## config.mk

```make
export PLATFORM = sky130hd
export DESIGN_NAME = mod13_seq_monitor
export DESIGN_NICKNAME = d
export VERILOG_FILES = /design/src/rtl/mod13_seq_monitor.sv
export SDC_FILE = /design/constraint.sdc
export NUM_CORES = 1
export LEC_CHECK = 0
export CAP_MARGIN = 5
export CORE_MARGIN = 4
export CORE_UTILIZATION = 50
export DETAILED_ROUTE_END_ITERATION = 10
export GPL_ROUTABILITY_DRIVEN = 1
export PLACE_DENSITY = 0.8
export SYNTH_ARGS = -nofsm -noshare
export SYNTH_HDL_FRONTEND = slang
export SYNTH_SLANG_ARGS = --single-unit
export TNS_END_PERCENT = 30
```

## constraint.sdc

```tcl
create_clock -name clk -period 3.35 [get_ports clk]
set_input_delay 0.335 -clock clk [delete_from_list [all_inputs] [get_ports clk]]
set_output_delay 0.335 -clock clk [all_outputs]
set_load 0.01 [all_outputs]
```

## src/rtl/mod13_seq_monitor.sv

```systemverilog
// -----------------------------------------------------------------------------
// mod13_seq_monitor
//
// Downstream checker and extender for a mod-MOD up-counter. It samples the
// counter output together with the load strobe and load data that the counter
// itself receives. On every edge it predicts the value the counter should show
// and compares the live sample against that prediction.
//
// It raises a sticky error flag and records the offending and expected values.
// It emits a one-cycle carry pulse on every natural (MOD-1)->0 rollover, and it
// keeps saturating counts of rollovers and mismatches.
//
// Ports
//   clk        : single clock, all logic on the rising edge
//   rst        : synchronous active-high reset, discards all history
//   load       : load strobe also driven to the counter
//   din        : load data also driven to the counter
//   cntr       : counter output being monitored
//   clr_err    : synchronous clear of err/err_cnt, forces a resync edge
//   wrap_pulse : one-cycle pulse per accepted rollover
//   wrap_cnt   : saturating rollover count
//   err        : sticky error flag
//   err_cnt    : saturating mismatch count
//   bad_val    : cntr value at the most recent mismatch
//   exp_val    : predicted value at the most recent mismatch
// -----------------------------------------------------------------------------
module mod13_seq_monitor #(
    parameter int MOD    = 13,
    parameter int CW     = 4,
    parameter int WRAP_W = 8,
    parameter int ERR_W  = 8
) (
    input  logic              clk,
    input  logic              rst,
    input  logic              load,
    input  logic [CW-1:0]     din,
    input  logic [CW-1:0]     cntr,
    input  logic              clr_err,
    output logic              wrap_pulse,
    output logic [WRAP_W-1:0] wrap_cnt,
    output logic              err,
    output logic [ERR_W-1:0]  err_cnt,
    output logic [CW-1:0]     bad_val,
    output logic [CW-1:0]     exp_val
);

    typedef enum logic [1:0] {
        ST_SYNC  = 2'd0,
        ST_TRACK = 2'd1,
        ST_FAULT = 2'd2
    } state_t;

    localparam logic [CW-1:0]     LAST_C     = CW'(MOD - 1);
    localparam logic [CW-1:0]     ZERO_C     = {CW{1'b0}};
    localparam logic [CW-1:0]     ONE_C      = CW'(1);
    localparam logic [WRAP_W-1:0] WRAP_ONE_C = WRAP_W'(1);
    localparam logic [WRAP_W-1:0] WRAP_MAX_C = {WRAP_W{1'b1}};
    localparam logic [ERR_W-1:0]  ERR_ONE_C  = ERR_W'(1);
    localparam logic [ERR_W-1:0]  ERR_MAX_C  = {ERR_W{1'b1}};

    state_t              state_r;
    logic [CW-1:0]       prev_q_r;
    logic                load_q_r;
    logic [CW-1:0]       din_q_r;
    logic                wrap_pulse_r;
    logic [WRAP_W-1:0]   wrap_cnt_r;
    logic                err_r;
    logic [ERR_W-1:0]    err_cnt_r;
    logic [CW-1:0]       bad_val_r;
    logic [CW-1:0]       exp_val_r;

    logic [CW-1:0]       exp_s;
    logic                mismatch_s;
    logic                wrap_s;
    logic                checking_s;

    // Predict the counter value for this edge from the previous sample and load.
    always_comb begin
        exp_s = ZERO_C;
        if (load_q_r) begin
            exp_s = din_q_r;
        end else if (prev_q_r == LAST_C) begin
            exp_s = ZERO_C;
        end else begin
            exp_s = prev_q_r + ONE_C;
        end
    end

    // Classify the current sample: mismatch/range error, natural rollover, checking window.
    always_comb begin
        // An out-of-range sample is always an error, even if it matches a bad load.
        mismatch_s = (cntr != exp_s) || (cntr > LAST_C);
        // Only an unloaded step from MOD-1 to 0 counts as a carry.
        wrap_s     = (!load_q_r) && (prev_q_r == LAST_C) && (cntr == ZERO_C);
        checking_s = (state_r == ST_TRACK) || (state_r == ST_FAULT);
    end

    // Main sequencer: sample history, state machine, wrap and error accounting.
    always_ff @(posedge clk) begin
        if (rst) begin
            state_r      <= ST_SYNC;
            prev_q_r     <= ZERO_C;
            load_q_r     <= 1'b0;
            din_q_r      <= ZERO_C;
            wrap_pulse_r <= 1'b0;
            wrap_cnt_r   <= {WRAP_W{1'b0}};
            err_r        <= 1'b0;
            err_cnt_r    <= {ERR_W{1'b0}};
            bad_val_r    <= ZERO_C;
            exp_val_r    <= ZERO_C;
        end else begin
            prev_q_r     <= cntr;
            load_q_r     <= load;
            din_q_r      <= din;
            wrap_pulse_r <= 1'b0;

            if (checking_s && wrap_s) begin
                wrap_pulse_r <= 1'b1;
                if (wrap_cnt_r != WRAP_MAX_C) begin
                    wrap_cnt_r <= wrap_cnt_r + WRAP_ONE_C;
                end
            end

            if (clr_err) begin
                // Clear wins over any mismatch seen at this same edge.
                err_r     <= 1'b0;
                err_cnt_r <= {ERR_W{1'b0}};
                state_r   <= ST_SYNC;
            end else begin
                case (state_r)
                    ST_SYNC: begin
                        // Capture-only edge: the prediction has no valid history yet.
                        state_r <= ST_TRACK;
                    end
                    ST_TRACK, ST_FAULT: begin
                        if (mismatch_s) begin
                            err_r     <= 1'b1;
                            bad_val_r <= cntr;
                            exp_val_r <= exp_s;
                            state_r   <= ST_FAULT;
                            if (err_cnt_r != ERR_MAX_C) begin
                                err_cnt_r <= err_cnt_r + ERR_ONE_C;
                            end
                        end
                    end
                    default: begin
                        state_r <= ST_SYNC;
                    end
                endcase
            end
        end
    end

    assign wrap_pulse = wrap_pulse_r;
    assign wrap_cnt   = wrap_cnt_r;
    assign err        = err_r;
    assign err_cnt    = err_cnt_r;
    assign bad_val    = bad_val_r;
    assign exp_val    = exp_val_r;

endmodule

```

Word-level counts from Yosys, hierarchy flattened
Index checks and enable logic that the tools add are counted.
{ "totals": {"register_bits": 37, "latch_bits": 0, "mem_bits_rw": 0, "mem_bits_ro": 0, "in_bits": 12, "out_inout_bits": 26, "word_cells": 41, "memories": 0} }
{ "op_classes": {"addsub": 3, "multipliers": 0, "n_div": 0, "n_lt_le_gt_ge": 1, "n_eq_ne": 7, "shifts": 0, "n_mux": 5, "bitwise": 1, "reduce_logical": 14} }
{ "ops": {"columns": ["op", "n"], "rows": [
  ["adder 8 x 1 -> 8 bit, second input constant", 2],
  ["!= test 8 bit, second input constant", 2],
  ["2-to-1 mux 4 bit", 2],
  ["AND reduction 3 bit", 2],
  ["adder 4 x 1 -> 4 bit, second input constant", 1],
  ["== test 4 bit, second input constant", 1],
  ["> comparator 4 bit, second input constant", 1],
  ["zero test 4 bit", 1],
  ["!= test 4 bit", 1],
  ["case mux 2 bit (2 select lines)", 1],
  ["AND reduction 2 bit", 2],
  ["OR reduction 2 bit", 2],
  ["logical AND 1 bit", 3],
  ["== test 2 x 1 -> 1 bit, second input constant", 1],
  ["== test 2 bit, second input constant", 1],
  ["zero test 2 bit", 1],
  ["logical OR 1 bit", 2],
  ["2-to-1 mux 2 bit", 1],
  ["!= test 2 bit, second input constant", 1],
  ["zero test 1 bit", 1],
  ["2-to-1 mux 1 bit", 1],
  ["inverter 1 bit", 1]
]} }

Logic depth before layout (Yosys ltp)
{ "depth": {"ltp_word": 7, "ltp_mapped": 11, "ltp_nobuf": 9} }

Least setup slack after synthesis
Ideal clock, no wire load.
{ "synth_timing": {"kind": "reg-to-reg", "startpoint": "reg state_r[0]", "endpoint": "reg wrap_cnt_r[5], in the netlist wrap_cnt[5]", "setup_ns": 0.071, "t_arrival_ns": 2.209, "required_time_ns": 3.279, "path_slack_ns": 1.070, "stages_incl_launch_ff": 10, "n_path_buf": 1, "synth_period_minus_slack_ns": 2.280, "cell_sequence": "dfxtp_1 > inv_1 > ha_1 > buf_4 > or4b_1 > or3_4 > nor2_4 > nand3_2 > or3_1 > a21oi_1"} }
{ "synth_via": {"elab_chain_cells": 4, "word_cells_on_any_way": 5, "classes_between": "eq/ne: 2; reduce/logical: 3"} }
{ "synth_lines": {"columns": ["item", "line_no", "rtl"], "rows": [
  ["start: declaration", "61", "state_t state_r;"],
  ["start signal: assignment", "101", "state_r <= ST_SYNC;"],
  ["start signal: assignment", "128", "state_r <= ST_SYNC;"],
  ["start signal: assignment", "133", "state_r <= ST_TRACK;"],
  ["== test 2 x 1 -> 1 bit / == test 2 bit (equally long branches)", "95", "checking_s = (state_r == ST_TRACK) || (state_r == ST_FAULT);"],
  ["logical OR 1 bit *", "95", null],
  ["logical AND 1 bit *", "117", "if (checking_s && wrap_s) begin"],
  ["AND reduction 2 bit (no line) *", null, null],
  ["end signal: assignment", "106", "wrap_cnt_r <= {WRAP_W{1'b0}};"],
  ["end signal: assignment", "120", "wrap_cnt_r <= wrap_cnt_r + WRAP_ONE_C;"],
  ["end: declaration", "66", "logic [WRAP_W-1:0] wrap_cnt_r;"]
]} }
Every way passes the cells marked *; elsewhere a longest branch is shown, timed or not.
A chain may end at the register's enable or synchronous reset.

Worst setup path after layout
{ "layout_timing": {"startpoint": "reg prev_q_r[0]", "endpoint": "reg err_cnt_r[2], in the netlist err_cnt[2]"} }
{ "layout_via": {"elab_chain_cells": 6, "word_cells_on_any_way": 7, "classes_between": "add/sub: 1; eq/ne: 2; mux: 2; reduce/logical: 2"} }
{ "layout_lines": {"columns": ["item", "line_no", "rtl"], "rows": [
  ["start: declaration", "62", "logic [CW-1:0] prev_q_r;"],
  ["start signal: assignment", "112", "prev_q_r <= cntr;"],
  ["adder 4 x 1 -> 4 bit / == test 4 bit (equally long branches)", "85, 82", null],
  ["2-to-1 mux 4 bit *", "82", "end else if (prev_q_r == LAST_C) begin"],
  ["2-to-1 mux 4 bit *", "80", "if (load_q_r) begin"],
  ["!= test 4 bit *", "92", "mismatch_s = (cntr != exp_s) || (cntr > LAST_C);"],
  ["logical OR 1 bit *", "92", null],
  ["AND reduction 3 bit (no line) *", null, null],
  ["end signal: assignment", "108", "err_cnt_r <= {ERR_W{1'b0}};"],
  ["end signal: assignment", "127", "err_cnt_r <= {ERR_W{1'b0}};"],
  ["end signal: assignment", "142", "err_cnt_r <= err_cnt_r + ERR_ONE_C;"],
  ["end: declaration", "68", "logic [ERR_W-1:0] err_cnt_r;"]
]} }
Marked as above.

==> impl_metrics.json <==
{
  "nFillCells": 271,
  "fin_nets": 244,
  "busiest_layer": "met2",
  "dr_total_vias": 1419,
  "power.total_mw": 0.788,
  "drv_cap": 0,
  "via_per_inst": 5.22,
  "hpwl_um": 2750,
  "synth_common_cells": "dfxtp_1, nor2_1, nand2_1, nor2b_1, a21oi_1",
  "dr.pass1.iters": 4,
  "yosys_register_bits": 37,
  "cts_buffers": 5,
  "dieArea_um2": 4340,
  "initial_core_util": 0.535,
  "wl_per_cell_um": 13.4,
  "grtUsageMet1": 0.207,
  "cts_tree": "yes",
  "fin_crit_ns": 2.65,
  "dieHeight_um": 65.9,
  "drt_iter0_markers": 60,
  "critPathLaunchType": "flop",
  "synth_seq_area_share": 0.442,
  "finClkSkew_ns": 0.00868,
  "ir_drop_v": 0.000203,
  "cp_common_cell": "a21oi_1",
  "gp_congestion": 0.829,
  "yosys.area.top_type": "dfxtp_1",
  "path_delay_family": "compound AO/OA/AOI/OAI gates",
  "max_freq_mhz": 378,
  "syn_area_per_cell_um2": 8.81,
  "cts_max_level": 2,
  "hold_path.class": "flop to flop",
  "rows": 20,
  "worst-path-buf-inv": 0,
  "n_antenna_cell": 0,
  "hold_buffers": 0,
  "clk_latency_ns": 0.34,
  "synth-edff-count": 0,
  "slew_headroom": 0.461,
  "antenna_found_initial": 0,
  "area_growth_pct": 26.3,
  "final_layout_size_suffix_gt1_frac": 0.0658,
  "synth_cells": 190,
  "ant_nets": 0,
  "postCtsSetupRepairBufs": 0,
  "fp.dieW_um": 65.9,
  "report.final.slew_viol_count": 0,
  "crit_fanout": 11,
  "drc": 0,
  "status": "finished, final reports clean",
  "p_leak_nw": 0.770,
  "ios": 38,
  "syn_area_um2": 1670,
  "worst_pin_slew_ns": 0.809,
  "gr-usage-all-layers": 0.190,
  "end_kind": "flop",
  "port_buffers": 37,
  "ys_types": 38,
  "synthArstFlopShare": 0,
  "critPathMaxStageDelay_ns": 0.66,
  "cp_cell_sequence": "ha_1 -> nor2b_1 -> a211oi_1 -> o21ai_0 -> and4b_1 -> a21oi_1 -> a21oi_1 -> a31o_2",
  "post_cts_resized": 0,
  "pwr_density_cell_nw_per_um2": 373,
  "finalHoldViolCount": 0,
  "cp.arrival_ns": 2.89,
  "synth_top_area_frac": 0.442,
  "core_um2": 3130,
  "cts.root.buffer_cell": "clkbuf_4",
  "cp_data_required_time_ns": 3.59,
  "final.setup.tns_ns": 0,
  "grt-ovfl-total": 0,
  "synth.most_common_cell": "dfxtp_1",
  "rrSetupSlack_ns": 0.70,
  "ys.flop_type": "dfxtp_1",
  "grtUsageMet2": 0.320,
  "synth_area_leaders": "dfxtp_1, nor2_1, nor2b_1",
  "final.period_utilization": 0.790,
  "rsz0062_at_grt": "false",
  "grt_use_met3": 0.0578,
  "clock-sinks": 37,
  "finalWirelength_um": 3650,
  "clk_pin_slew_ns": 0.11,
  "ys_warn_count": 0,
  "setup_viol": 0,
  "cpMaxStageDelayCell": "a21oi_1",
  "synth_nets": 207,
  "grt_pass1_vias": 1431,
  "grt_start_max_net_pins": 29,
  "crit_type": "flop to flop",
  "cts_buffer_depth": 2,
  "grt_pass1_wl_um": 6150
}
-- stage by stage --
stage / instance area, um^2 / setup slack (ns) / hold WS (ns) / util / std cells
2_1_floorplan: 1670 / 1.07 / 0.439 / - / 190
3_3_place_gp: 2060 / 0.811 / 0.451 / 0.660 / 264
3_5_place_dp: 2060 / 0.683 / 0.465 / 0.660 / 264
4_1_cts: 2110 / 0.720 / 0.484 / 0.676 / 272
5_1_grt: 2110 / 0.433 / 0.499 / 0.676 / 272
6_report: 2110 / 0.703 / 0.483 / 0.676 / 272
-- per-layer routing --
layer	up-vias	share of wire
li1	726	-
met3	11	0.030
met4	0	0.033
met5	-	0
met1	657	0.44
met2	25	0.49
-- final cells by class --
type	instances	area [um^2]	area share
sequential	37	741	0.350
tap	44	55.1	0.0260
clock inverter	2	10.0	0.00473
clock buffer	6	41.3	0.0195
inverter	10	37.5	0.0178
multi-input combinational	135	852	0.403
timing repair buffer	38	378	0.179
-- cell families after synthesis --
family,synth area share
AOI/OAI and AO/OA,0.131
and+or+nand+nor,0.251
buffers and inverters,0.0486
muxes,0.0478
adders and majority gates,0.0374
DFF,0.442
xor gates and xnor gates,0.0418
-- power by group --
group          leakage, nW  total (mW)  switching [mW]  internal, mW
clock network       0.0320       0.222           0.142        0.0799
registers            0.301       0.463         0.00952         0.453
logic                0.437       0.103          0.0539        0.0491
total                0.770       0.788           0.206         0.582
-- sequential cells by signal (all words and copies together), names as in the netlist, 2 cells and up --
register  flops
err_cnt       8
wrap_cnt      8
bad_val       4
din_q_r       4
exp_val       4
prev_q_r      4
state_r       2
-- placed cells by master, fill, tap and decap left out, types with 2 or more instances in the layout --
cell type        instances
dfxtp_1                 37
clkdlybuf4s50_1         37
nor2_1                  22
nand2_1                 13
nor2b_1                 13
a21oi_1                 11
inv_1                   10
nand3_1                 10
mux2i_1                  8
o21ai_0                  6
and3_1                   5
a211oi_1                 5
ha_1                     5
clkbuf_4                 5
xor2_1                   4
xnor2_1                  4
a31oi_1                  4
or3_1                    3
nand4_1                  3
a21o_1                   3
or2_2                    2
clkinv_2                 2
-- tightest hold or removal path, stage by stage, from the launching register on --
cell     delay [ns]
dfxtp_1        0.31
inv_1          0.07
a31oi_1        0.07
-- worst paths after layout --
path / end / startpoint / cells past startpoint
hold reg to reg: state_r[1] / state_r[1] / 2
setup reg to reg: err_cnt[2] / prev_q_r[0] / 8
hold / removal: state_r[1] / state_r[1] / 2
setup / recovery: err_cnt[2] / prev_q_r[0] / 8
Power figures use the tool's default switching activity.
